`src/rtl/mat_mult_pkg.sv`:
```
// Shared definitions for the matrix-multiply loader.
//   - default matrix dimension, data word width, byteenable lane constants
//   - FSM state encoding used by mat_mult_loader
//   - helper returning the number of 64-bit words per matrix
package mat_mult_pkg;

  localparam int unsigned MAT_N_DEFAULT = 4;
  localparam int unsigned WORD_W        = 64;
  localparam int unsigned BE_W          = WORD_W / 8;

  // The wrapper takes each 64-bit operand as two 32-bit lane writes.
  localparam logic [BE_W-1:0] BE_LO = 8'h0F;
  localparam logic [BE_W-1:0] BE_HI = 8'hF0;

  typedef enum logic [2:0] {
    IDLE,
    ACCEPT,
    WR_LO,
    WR_HI,
    TRIG,
    WAIT_HI,
    WAIT_LO,
    READ
  } state_e;

  // Words occupied by one N x N matrix in the wrapper's address map.
  function automatic int unsigned words_per_matrix(input int unsigned n);
    return 2 * n * n;
  endfunction

endpackage

```
`src/rtl/mat_mult_loader.sv`:
```
// Loader/unloader for an Avalon-MM matrix multiplier wrapper.
// Collects 2*AW operand words from a valid/ready stream, writes each one to
// the wrapper as a low-lane then a high-lane write at address k, pokes the
// trigger address 2*AW, waits for the wrapper's busy handshake on
// m_waitrequest (rise then fall), then reads AW result words out onto a
// valid/ready stream through a single-entry output register.
//
// Ports:
//   clk, reset                 clock, asynchronous active-low reset
//   start                      one-cycle job request (honoured only when idle)
//   s_valid/s_ready/s_data     operand stream: A words then B words
//   m_address ... m_byteenable Avalon-MM master towards the wrapper
//   m_readdata, m_waitrequest  wrapper read data and stall
//   o_valid/o_ready/o_data/o_last  result stream, o_last on the final word
//   busy                       high from accepted start until done
//   done                       one-cycle pulse after the last word is taken
module mat_mult_loader
  import mat_mult_pkg::*;
#(
  parameter int unsigned mat_num_row = MAT_N_DEFAULT,
  parameter int unsigned ADDR_W      = 23
) (
  input  logic              clk,
  input  logic              reset,
  input  logic              start,
  input  logic              s_valid,
  output logic              s_ready,
  input  logic [WORD_W-1:0] s_data,
  output logic [ADDR_W-1:0] m_address,
  output logic [WORD_W-1:0] m_writedata,
  output logic              m_write,
  output logic              m_read,
  output logic [BE_W-1:0]   m_byteenable,
  input  logic [WORD_W-1:0] m_readdata,
  input  logic              m_waitrequest,
  output logic              o_valid,
  input  logic              o_ready,
  output logic [WORD_W-1:0] o_data,
  output logic              o_last,
  output logic              busy,
  output logic              done
);

  localparam int unsigned AW = words_per_matrix(mat_num_row);
  // k runs up to 2*AW on the write side, so it needs room for that value.
  localparam int unsigned KW = $clog2(2 * AW + 1);

  localparam logic [KW-1:0]     K_AW      = KW'(AW);
  localparam logic [KW-1:0]     K_AW_LAST = KW'(AW - 1);
  localparam logic [KW-1:0]     K_IN_LAST = KW'(2 * AW - 1);
  localparam logic [ADDR_W-1:0] TRIG_ADDR = ADDR_W'(2 * AW);

  state_e              state_q;
  logic [KW-1:0]       k_q;
  logic                s_ready_q;
  logic [ADDR_W-1:0]   m_address_q;
  logic [WORD_W-1:0]   m_writedata_q;
  logic                m_write_q;
  logic [BE_W-1:0]     m_byteenable_q;
  logic                o_valid_q;
  logic [WORD_W-1:0]   o_data_q;
  logic                o_last_q;
  logic                busy_q;
  logic                done_q;
  logic                rd_fire;

  // A read is issued whenever the output register can take a word this
  // cycle; the wrapper answers combinationally, so the data is captured on
  // the same edge and the stream keeps one word per cycle under o_ready=1.
  assign rd_fire = (state_q == READ) && (k_q < K_AW) && (!o_valid_q || o_ready);

  assign s_ready      = s_ready_q;
  assign m_address    = rd_fire ? ADDR_W'(k_q) : m_address_q;
  assign m_writedata  = m_writedata_q;
  assign m_write      = m_write_q;
  assign m_read       = rd_fire;
  assign m_byteenable = m_byteenable_q;
  assign o_valid      = o_valid_q;
  assign o_data       = o_data_q;
  assign o_last       = o_last_q;
  assign busy         = busy_q;
  assign done         = done_q;

  always_ff @(posedge clk or negedge reset) begin
    if (!reset) begin
      state_q        <= IDLE;
      k_q            <= '0;
      s_ready_q      <= 1'b0;
      m_address_q    <= '0;
      m_writedata_q  <= '0;
      m_write_q      <= 1'b0;
      m_byteenable_q <= '0;
      o_valid_q      <= 1'b0;
      o_data_q       <= '0;
      o_last_q       <= 1'b0;
      busy_q         <= 1'b0;
      done_q         <= 1'b0;
    end else begin
      done_q <= 1'b0;
      unique case (state_q)
        IDLE: begin
          if (start) begin
            state_q   <= ACCEPT;
            k_q       <= '0;
            busy_q    <= 1'b1;
            s_ready_q <= 1'b1;
          end
        end

        ACCEPT: begin
          if (s_valid) begin
            state_q        <= WR_LO;
            s_ready_q      <= 1'b0;
            m_write_q      <= 1'b1;
            m_address_q    <= ADDR_W'(k_q);
            m_byteenable_q <= BE_LO;
            m_writedata_q  <= s_data;
          end
        end

        // Address and data stay put; only the lane select changes.
        WR_LO: begin
          if (!m_waitrequest) begin
            state_q        <= WR_HI;
            m_byteenable_q <= BE_HI;
          end
        end

        WR_HI: begin
          if (!m_waitrequest) begin
            k_q <= k_q + 1'b1;
            if (k_q == K_IN_LAST) begin
              state_q        <= TRIG;
              m_address_q    <= TRIG_ADDR;
              m_byteenable_q <= BE_LO | BE_HI;
            end else begin
              state_q        <= ACCEPT;
              s_ready_q      <= 1'b1;
              m_write_q      <= 1'b0;
              m_address_q    <= '0;
              m_byteenable_q <= '0;
              m_writedata_q  <= '0;
            end
          end
        end

        // The trigger write is a single-cycle strobe, not a stallable write.
        TRIG: begin
          state_q        <= WAIT_HI;
          m_write_q      <= 1'b0;
          m_address_q    <= '0;
          m_byteenable_q <= '0;
          m_writedata_q  <= '0;
        end

        // The wrapper signals "computing" by raising waitrequest and
        // "finished" by dropping it again.
        WAIT_HI: begin
          if (m_waitrequest) begin
            state_q <= WAIT_LO;
          end
        end

        WAIT_LO: begin
          if (!m_waitrequest) begin
            state_q <= READ;
            k_q     <= '0;
          end
        end

        READ: begin
          if (o_valid_q && o_ready) begin
            o_valid_q <= 1'b0;
            o_last_q  <= 1'b0;
            if (o_last_q) begin
              state_q <= IDLE;
              k_q     <= '0;
              busy_q  <= 1'b0;
              done_q  <= 1'b1;
            end
          end
          // Never coincides with the final acceptance: k has reached AW.
          if (rd_fire) begin
            o_valid_q <= 1'b1;
            o_data_q  <= m_readdata;
            o_last_q  <= (k_q == K_AW_LAST);
            k_q       <= k_q + 1'b1;
          end
        end

        default: state_q <= IDLE;
      endcase
    end
  end

endmodule

```
`config.mk`:
```
export PLATFORM = sky130hd
export DESIGN_NAME = mat_mult_loader
export DESIGN_NICKNAME = d
export VERILOG_FILES = /design/src/rtl/mat_mult_pkg.sv /design/src/rtl/mat_mult_loader.sv
export SDC_FILE = /design/constraint.sdc
export NUM_CORES = 1
export LEC_CHECK = 0
export BUFFER_PORTS_ARGS = -buffer_cell sky130_fd_sc_hd__buf_2
export CAP_MARGIN = 20
export CORE_MARGIN = 4
export CORE_UTILIZATION = 42
export DETAILED_ROUTE_END_ITERATION = 16
export PLACE_DENSITY = 0.87
export SLEW_MARGIN = 25
export SYNTH_ARGS = -nofsm -noshare
export SYNTH_HDL_FRONTEND = slang
export SYNTH_SLANG_ARGS = --single-unit
```
`constraint.sdc`:
```
create_clock -name clk -period 1.5 [get_ports clk]
set_input_delay 0.225 -clock clk [delete_from_list [all_inputs] [get_ports clk]]
set_output_delay 0.225 -clock clk [all_outputs]
set_load 0.02 [all_outputs]
```
==> results.tsv, run 1 <==
metric	value	unit
outcome	complete, but fails checks	
violated checks	setup timing	
post-synthesis sequential element count	153	
design area	0.009689	mm^2
WHS	0.03383	ns
Area after DPL	0.008219	mm^2
Worst Path Arrival	2.24	ns
Seq/Total Area, Yosys	62.27	%
minimum clock period	1.950	ns
Initial DRT Pass Iterations	5	
placement row count	43	
io pins	300	
switching share of power	37.53	%
Clk pwr share	20.5	%
area delta synth->final	57.59	%
metal3 WL	1596	um
Top Metal Used	met4	
wire length on met2	10340	um
Reg clk slew, reported paths	0.06	ns
Die Height	129.0	um
most common cell after layout, fill and taps aside	buf_2	
final setup fails	154	
Async S/R FF share, synth	100.0	%
Iter 0 DRT Violations	254	
Worst Setup Path Type	flop to flop	
startpoint types	flop	
Overall Global Routing Usage	22.02	%
clock root cell	clkbuf_16	
Mapped Area	0.006148	mm^2
reg-to-reg slack, setup	-0.45	ns
P_leak	0.005242	uW
R2R Path End	o_data[33]$_DFFE_PN0P_	
grt ovf	0	
# DRC	0	
Syn Area/Cell	13.88	um^2
Synth Flop Type	dfrtp_1	
first-pass GRT wire length	27790	um
final slew viol count	0	
Worst-Skew Late Latency	0.41	ns
combinational power share	46.7	%
CORE AREA	0.01410	mm^2
Final HPWL DP	12950	um
Port Buffer Count	283	
CTS tree	built	
pin count of the biggest net entering global routing	40	
met1 wire length	7425	um
Crit. End Element	flop	
Final WS setup	-0.4498	ns
final net count	944	
Max clock buf depth	2	
via count	5163	
hold crit path type	primary input to flop	
DRT antenna net count	0	
IR drop worst, VDD	1450	uV
antenna violations before repair	0	
Initial Util	43.62	%
Die Wd	129.0	um
die area	0.01664	mm^2
mean number of vias per cell	5.153	
diode count	0	
Power Density	1959	mW/mm^2
Setup crit end	o_data[33]$_DFFE_PN0P_	
max-cap violations	0	
final hold vios	0	
Num CTS Buffers	17	
Int Pwr	11860	uW
r2r worst-path depth	7	
FMAX	512.9	MHz
RSZ-0062 raised after global routing	yes	
Setup TNS	-49.46	ns
final RePlAce weighted congestion	0.8748	
CTS H-Tree Depth	4	
CTS sink count	153	
gate count of the mapped netlist	443	
ranking of synthesized cells by area	dfrtp_1 (62%), mux2_2 (12%), a22o_1 (10%), buf_4 (2.7%), buf_2 (1.2%)	
routed length per instance	19.76	um
Req. time, crit path	1.79	ns
number of synthesized flops with an enable pin	0	
synth warn	0	
worst-path maximum fanout	12	
# fillers	981	
vias in the first global route	5189	
Multi-input gate area	0.002318	mm^2
Setup Skew	0.008069	ns
most frequent cells in the layout	buf_2 (275), dfrtp_1 (150), a22o_1 (70), mux2_2 (64), buf_4 (44)	
Critical R2R Launch	k_q[6]$_DFFE_PN0P_	
sequential share of power	32.8	%
Crit. Startpoint	k_q[6]$_DFFE_PN0P_	
worst hold path cell count	2	
Tcrit/Tclk final	130.0	%
layout cells sized above 1	64.23	%
switching power	7122	uW
Distinct cells, synth	45	
top-area cell type share of the netlist area	62.27	%
Seq. cell area	0.003832	mm^2
leading area contributor after synthesis	dfrtp_1	
Post-Route WL	19800	um
## cells in the mapped netlist, drive strengths merged (5+ instances only)
library cell and number:
dfrtp 153, buf 43, a22o 70, o21ai 8, a21oi 6, inv 13, clkbuf 5, o22ai 5
nand2 21, mux2 66
## metal layers
metal / GRT usage (%) / vias to the layer above
met5: 0 / -
met2: 39.42 / 297
met4: 6.671 / 0
met3: 5.687 / 37
li1: - / 2317
met1: 25.99 / 2512
## worst min-delay path by stage
| stage | to | slack (ns) | start |
|---|---|---|---|
| after floorplan | busy$_DFFE_PN0P_ | -0.07 | reset |
| after global placement | m_writedata[44]$_DFFE_PN0P_ | 0.16 | reset |
| after detailed placement | m_writedata[44]$_DFFE_PN0P_ | 0.16 | reset |
| after CTS | m_writedata[44]$_DFFE_PN0P_ | 0.01 | s_data[44] |
| after global routing | m_writedata[13]$_DFFE_PN0P_ | 0.01 | s_data[13] |
| final | m_writedata[44]$_DFFE_PN0P_ | 0.03 | s_data[44] |
## power by group through the flow
stage	combinational [uW]	clock (uW)	sequential, uW
floorplan	2760	0	7660
global placement	6640	0	6180
detailed placement	6860	0	6190
CTS	8220	3940	6180
global route	9330	4120	6380
finish	8860	3880	6230
## per-stage QoR
stage / std cells / setup WS [ns] / total power [uW] / utilization [%]
global route: 1002 / -0.5006 / 19830 / 68.74
detailed placement: 933 / -0.1492 / 13050 / 58.31
finish: 1002 / -0.4498 / 18980 / 68.74
global placement: 933 / -0.09546 / 12810 / 58.31
CTS: 990 / -0.4258 / 18330 / 66.07
floorplan: 458 / -0.2535 / 10420 / -
## flip-flops by register name (all words and copies together), names as in the netlist, 2 cells and up
name	cells
m_writedata	64
m_byteenable	2
m_address_q	7
o_data	64
k_q	7
state_q	3
## final cells by class
cell class | instances | share of cell area [%]
multi-input cells | 244 | 23.93
well taps | 180 | 2.324
clock inverters | 11 | 0.7231
flip-flops and latches | 153 | 39.55
clock buffers | 21 | 4.855
repair buffers | 380 | 28.09
inverters | 13 | 0.5294
## logic make-up after synthesis
family | Yosys count | share of synthesized area [%]
other cells | 1 | 0.06099
simple gates | 47 | 3.826
xor+xnor | 1 | 0.1425
buf+inv | 61 | 6.105
flops | 153 | 62.27
mux | 67 | 12.25
fa+ha+maj | 1 | 0.2035
compound gates | 112 | 15.14
## worst max-delay path: stages (launching register included)
cell and delay (ns):
dfrtp_1 0.41, a211oi_4 0.29, nand2_4 0.14, buf_4 0.15
buf_4 0.13, buf_12 0.14, bufbuf_16 0.28, mux2_2 0.27
## timing repair
action,4_1_cts,5_1_grt
hold endpoints to repair,31,0
pin swaps,7,28
gates resized for setup,44,56
gates cloned,10,5
setup endpoints to repair,143,155
setup buffers,14,11
hold buffers,1,0
Power figures use the tool's default switching activity.
==> inputs of run 2 (changes only) <==
--- a/config.mk
+++ b/config.mk
@@ -8,9 +8,10 @@
 export BUFFER_PORTS_ARGS = -buffer_cell sky130_fd_sc_hd__buf_2
 export CAP_MARGIN = 20
 export CORE_MARGIN = 4
-export CORE_UTILIZATION = 42
+export CORE_UTILIZATION = 43
+export CTS_BUF_LIST = sky130_fd_sc_hd__clkbuf_2 sky130_fd_sc_hd__clkbuf_4 sky130_fd_sc_hd__clkbuf_8
 export DETAILED_ROUTE_END_ITERATION = 16
-export PLACE_DENSITY = 0.87
+export PLACE_DENSITY = 0.88
 export SLEW_MARGIN = 25
 export SYNTH_ARGS = -nofsm -noshare
 export SYNTH_HDL_FRONTEND = slang
==> results.tsv, run 2 (synthesis gave the netlist of run 1 again) <==
metric	value	unit	change
IR drop worst, VDD	1077	uV	was 1450 uV
Tcrit/Tclk final	129.8	%	was 130.0%
DRT antenna net count	0		unchanged
startpoint types	flop		unchanged
io pins	300		unchanged
reg-to-reg slack, setup	-0.33	ns	was -0.45 ns
CTS tree	built		unchanged
Worst Path Arrival	1.72	ns	was 2.24 ns
first-pass GRT wire length	33260	um	was 27790 um
worst-path maximum fanout	5		was 12
Final HPWL DP	12570	um	was 12950 um
Req. time, crit path	1.27	ns	was 1.79 ns
final RePlAce weighted congestion	0.8286		was 0.8748
Max stage delay on crit path	0.44	ns	was 0.41 ns
fin util	76.21	%	was 68.74%
die area	0.01628	mm^2	was 0.01664 mm^2
Setup Skew	0.01255	ns	was 0.008069 ns
most frequent cells in the layout	buf_2 (275), dfrtp_1 (150), dlygate4sd3_1 (111), a22o_1 (70), mux2_2 (64)		was buf_2 (275), dfrtp_1 (150), a22o_1 (70), mux2_2 (64), buf_4 (44)
HP Start	m_readdata[0]		was s_data[44]
area delta synth->final	72.71	%	was 57.59%
placement row count	43		unchanged
CTS sink count	153		unchanged
antenna violations before repair	2		was 0
Die Wd	127.6	um	was 129.0 um
Initial Util	44.12	%	was 43.62%
# fillers	785		was 981
violated checks	setup timing		unchanged
Reg clk slew, reported paths	0.08	ns	was 0.06 ns
# DRC	0		unchanged
worst slack at placement	-0.1684	ns	was -0.1492 ns
CTS H-Tree Depth	4		unchanged
final hold vios	0		unchanged
RSZ-0062 raised after global routing	yes		unchanged
pin count of the biggest net entering global routing	65		was 40
final net count	1049		was 944
Power Density	1695	mW/mm^2	was 1959 mW/mm^2
outcome	complete, but fails checks		unchanged
Worst Setup Path Type	flop to output pin		was flop to flop
max-cap violations	0		unchanged
worst hold path cell count	2		unchanged
FMAX	513.5	MHz	was 512.9 MHz
Crit. End Element	output pin		was flop
final slew viol count	0		unchanged
vias in the first global route	6137		was 5189
Worst-Skew Late Latency	0.45	ns	was 0.41 ns
CP Cell Sequence	a211oi_4 -> nand2_4 -> mux2_4 -> buf_6		was a211oi_4 -> nand2_4 -> buf_4 -> buf_4 -> buf_12 -> bufbuf_16 -> mux2_2
Port Buffer Count	283		unchanged
design area	0.01062	mm^2	was 0.009689 mm^2
Crit-path slowest cell	dfrtp_1		unchanged
r2r worst-path depth	6		was 7
R2R Path End	o_data[20]$_DFFE_PN0P_		was o_data[33]$_DFFE_PN0P_
routed length per instance	21.51	um	was 19.76 um
clock root cell	clkbuf_8		was clkbuf_16
Num CTS Buffers	17		unchanged
minimum clock period	1.947	ns	was 1.950 ns
final setup fails	156		was 154
most common cell after layout, fill and taps aside	buf_2		unchanged
Max clock buf depth	2		unchanged
Initial DRT Pass Iterations	5		unchanged
via count	5852		was 5163
Hold Path End	o_data[0]$_DFFE_PN0P_		was m_writedata[44]$_DFFE_PN0P_
Die Height	127.6	um	was 129.0 um
layout cells sized above 1	56.43	%	was 64.23%
Final WS setup	-0.4473	ns	was -0.4498 ns
Area after DPL	0.008117	mm^2	was 0.008219 mm^2
grt ovf	0		unchanged
mean number of vias per cell	5.286		was 5.153
Critical R2R Launch	k_q[6]$_DFFE_PN0P_		unchanged
hold crit path type	primary input to flop		unchanged
Post-Route WL	23820	um	was 19800 um
CORE AREA	0.01393	mm^2	was 0.01410 mm^2
Iter 0 DRT Violations	311		was 254
P_leak	0.005620	uW	was 0.005242 uW
Overall Global Routing Usage	26.47	%	was 22.02%
[run 2: cell types whose count changed in the layout (fill, tap and decap cells not counted), moves of 2 or more]
cell,delta
dlygate4sd3_1,+110
clkbuf_8,+19
clkbuf_16,-15
buf_12,-3
buf_6,-3
clkinv_2,-3
buf_4,-2
diode_2,+2
inv_6,-2
[run 2: metrics by stage]
step	TNS (ns)	hold WS [ns]	power, uW	instances
floorplan	-4.683	-0.07059	10420	458
global route	-42.97	-0.003007	18800	1107
CTS	-43.85	0.0001311	17370	1083
finish	-38.26	0.02220	17990	1107
global placement	-14.33	0.1675	12680	921
detailed placement	-17.46	0.1706	12940	921
[run 2: where the power goes]
| part | internal, uW | total (uW) | switching [uW] |
|---|---|---|---|
| registers | 5420 | 6260 | 844 |
| clock network | 1520 | 3040 | 1520 |
| logic | 3960 | 8690 | 4730 |
[run 2: routing by layer]
metal  vias to the layer above  routed length (um)  track usage (%)
li1                       2530                   -                -
met1                      2885                8449            29.80
met2                       370               12700            47.91
met3                        67                1802            6.396
met4                         0                 858            11.05
met5                         -                   0                0
[run 2: final cells by class]
class | instances | area [um^2] | area share (%)
tap | 180 | 225.2 | 2.121
inverter | 13 | 53.80 | 0.5067
multi-input combinational | 246 | 2371 | 22.33
antenna | 2 | 5.005 | 0.04713
clock inverter | 7 | 67.56 | 0.6363
clock buffer | 23 | 310.3 | 2.922
sequential | 153 | 3832 | 36.09
timing repair buffer | 483 | 3754 | 35.35
[run 2: repair_timing]
item | CTS | global route
cloned | 11 | 9
hold endpoints to repair | 134 | 13
resized for setup | 69 | 37
endpoints found under the setup margin | 141 | 159
pin swaps | 16 | 23
hold buffers | 98 | 13
buffers inserted | 24 | 11
[run 2: how the worst max path moves through the flow]
stage,startpoint,endpoint,slack [ns],depth (start not counted)
3_3_place_gp,state_q[0]$_DFFE_PN0P_,k_q[5]$_DFFE_PN0P_,-0.12,6
4_1_cts,k_q[5]$_DFFE_PN0P_,m_address[0],-0.46,4
5_1_grt,k_q[6]$_DFFE_PN0P_,m_address[1],-0.51,4
2_1_floorplan,o_valid$_DFFE_PN0P_,m_address[0],-0.25,5
6_report,k_q[6]$_DFFE_PN0P_,m_address[0],-0.45,4
3_5_place_dp,state_q[2]$_DFFE_PN0P_,m_writedata[13]$_DFFE_PN0P_,-0.17,7
[run 2: worst max-delay path: cells and delay by family (launching register included)]
kind	cells	cell delay, ns
DFF	1	0.44
muxes	1	0.31
AOI/OAI and AO/OA	1	0.28
buffers and inverters	1	0.13
and+or+nand+nor	1	0.12
==> inputs of run 3 (changes only) <==
--- a/config.mk
+++ b/config.mk
@@ -5,7 +5,7 @@
 export SDC_FILE = /design/constraint.sdc
 export NUM_CORES = 1
 export LEC_CHECK = 0
-export BUFFER_PORTS_ARGS = -buffer_cell sky130_fd_sc_hd__buf_2
+export BUFFER_PORTS_ARGS = -buffer_cell sky130_fd_sc_hd__buf_4
 export CAP_MARGIN = 20
 export CORE_MARGIN = 4
 export CORE_UTILIZATION = 43
@@ -16,3 +16,4 @@
 export SYNTH_ARGS = -nofsm -noshare
 export SYNTH_HDL_FRONTEND = slang
 export SYNTH_SLANG_ARGS = --single-unit
+export TNS_END_PERCENT = 10
==> results.tsv, run 3 (synthesis gave the netlist of run 1 again) <==
metric	value	unit	change
worst path bufs/invs	1		unchanged
r2r worst-path depth	6		unchanged
crit-path leading delay family	flip-flops		unchanged
placement row count	43		unchanged
Initial DRT Pass Iterations	5		unchanged
Iter 0 DRT Violations	320		was 311
Max stage delay on crit path	0.42	ns	was 0.44 ns
P_leak	0.005256	uW	was 0.005620 uW
Port Buffer Count	283		unchanged
IR drop worst, VDD	1115	uV	was 1077 uV
# fillers	839		was 785
Setup TNS	-33.98	ns	was -38.26 ns
final net count	981		was 1049
Max clock buf depth	2		unchanged
pin count of the biggest net entering global routing	64		was 65
Setup crit end	m_address[0]		unchanged
GR peak layer	met2		unchanged
grt ovf	0		unchanged
# DRC	0		unchanged
Finished Layout Cells	1039		was 1107
clock root cell	clkbuf_8		unchanged
final setup fails	149		was 156
CTS H-Tree Depth	4		unchanged
area delta synth->final	66.10	%	was 72.71%
violated checks	setup timing		unchanged
DRT antenna net count	0		unchanged
CP Cell Sequence	a211oi_4 -> nand2_4 -> mux2_4 -> buf_6		unchanged
via count	5364		was 5852
io pins	300		unchanged
Multi-input gate area	0.002196	mm^2	was 0.002371 mm^2
Setup Skew	0.01310	ns	was 0.01255 ns
Crit-path slowest cell	dfrtp_1		unchanged
vias in the first global route	5840		was 6137
Final WS setup	-0.4320	ns	was -0.4473 ns
worst-path maximum fanout	5		unchanged
die area	0.01628	mm^2	unchanged
Reg clk slew, reported paths	0.09	ns	was 0.08 ns
Num CTS Buffers	17		unchanged
worst slack at placement	-0.2217	ns	was -0.1684 ns
Die Wd	127.6	um	unchanged
RSZ-0062 raised after global routing	yes		unchanged
Area after DPL	0.008807	mm^2	was 0.008117 mm^2
Power Density	1721	mW/mm^2	was 1695 mW/mm^2
met3 GRT Util	6.689	%	was 6.396%
first-pass GRT wire length	30720	um	was 33260 um
Crit. End Element	output pin		unchanged
final RePlAce weighted congestion	0.8846		was 0.8286
Initial Util	44.12	%	unchanged
hold crit path type	primary input to flop		unchanged
Die Height	127.6	um	unchanged
CTS tree	built		unchanged
Pwr Total	17580	uW	was 17990 uW
layout cells sized above 1	55.41	%	was 56.43%
Post-Route WL	20390	um	was 23820 um
CORE AREA	0.01393	mm^2	unchanged
final slew viol count	0		unchanged
Final HPWL DP	12920	um	was 12570 um
Tcrit/Tclk final	128.8	%	was 129.8%
Worst Path Arrival	1.71	ns	was 1.72 ns
Req. time, crit path	1.27	ns	about the same
most frequent cells in the layout	buf_4 (314), dfrtp_1 (149), dlygate4sd3_1 (76), a22o_1 (70), mux2_2 (65)		was buf_2 (275), dfrtp_1 (150), dlygate4sd3_1 (111), a22o_1 (70), mux2_2 (64)
Seq. cell area	0.003834	mm^2	was 0.003832 mm^2
Crit. Startpoint	k_q[6]$_DFFE_PN0P_		unchanged
R2R Path End	o_data[28]$_DFFE_PN0P_		was o_data[20]$_DFFE_PN0P_
mean number of vias per cell	5.163		was 5.286
placed cell count	924		was 921
Worst-Skew Late Latency	0.43	ns	was 0.45 ns
Worst Setup Path Type	flop to output pin		unchanged
met2 Use GR	42.77	%	was 47.91%
routed length per instance	19.62	um	was 21.51 um
CTS sink count	153		unchanged
HP Start	s_data[8]		was m_readdata[0]
antenna violations before repair	0		was 2
Overall Global Routing Usage	24.08	%	was 26.47%
startpoint types	flop		unchanged
met1 usage	27.64	%	was 29.80%
design area	0.01021	mm^2	was 0.01062 mm^2
CP Depth	4		unchanged
FMAX	517.6	MHz	was 513.5 MHz
minimum clock period	1.932	ns	was 1.947 ns
max-cap violations	0		unchanged
final hold vios	0		unchanged
diode count	0		was 2
outcome	complete, but fails checks		unchanged
Critical R2R Launch	state_q[2]$_DFFE_PN0P_		was k_q[6]$_DFFE_PN0P_
reg-to-reg slack, setup	-0.31	ns	was -0.33 ns
most common cell after layout, fill and taps aside	buf_4		was buf_2
run 3: area by class of cell:
cell class                 instances  share of cell area (%)
clock buffer                      18                   2.426
clock inverter                    14                   1.103
inverter                          13                  0.5023
multi-input combinational        244                   21.50
sequential                       153                   37.54
tap                              180                   2.205
timing repair buffer             417                   34.72
run 3: metal layers:
metal | vias up | share of wire, %
met1 | 2606 | 36
met3 | 39 | 9.3
li1 | 2379 | -
met4 | 0 | 2.7
met2 | 340 | 52
met5 | - | 0
run 3: worst min path at each step:
stage	end	cells after the start
3_3_place_gp	o_data[1]$_DFFE_PN0P_	1
5_1_grt	m_writedata[53]$_DFFE_PN0P_	2
2_1_floorplan	busy$_DFFE_PN0P_	0
3_5_place_dp	m_writedata[41]$_DFFE_PN0P_	1
4_1_cts	o_data[22]$_DFFE_PN0P_	2
6_report	m_writedata[8]$_DFFE_PN0P_	2
run 3: power by group:
part,switching [uW],internal [uW]
Combinational,4290,4100
Clock,1650,1220
Sequential,900,5420
Total,6840,10700
run 3: repair_timing:
action,CTS,global route
resized for setup,24,17
pin swaps,11,11
hold buffers,73,3
setup endpoints to repair,156,158
setup buffers,2,1
endpoints found under the hold margin,225,3
gates cloned,3,1
run 3: per-stage QoR:
step,hold slack [ns],util (%)
after floorplan,-0.07059,-
after global placement,0.09090,63.20
after detailed placement,0.09880,63.20
after CTS,0.00004011,72.45
after global routing,-0.00008260,73.29
final,0.02623,73.29
run 3: worst register-to-register path: cells and delay by family (launching register included):
family                 cells  cell delay, ns
buffers and inverters      3            0.50
flip-flops                 1            0.45
multiplexers               1            0.43
AND/OR/NAND/NOR            2            0.31
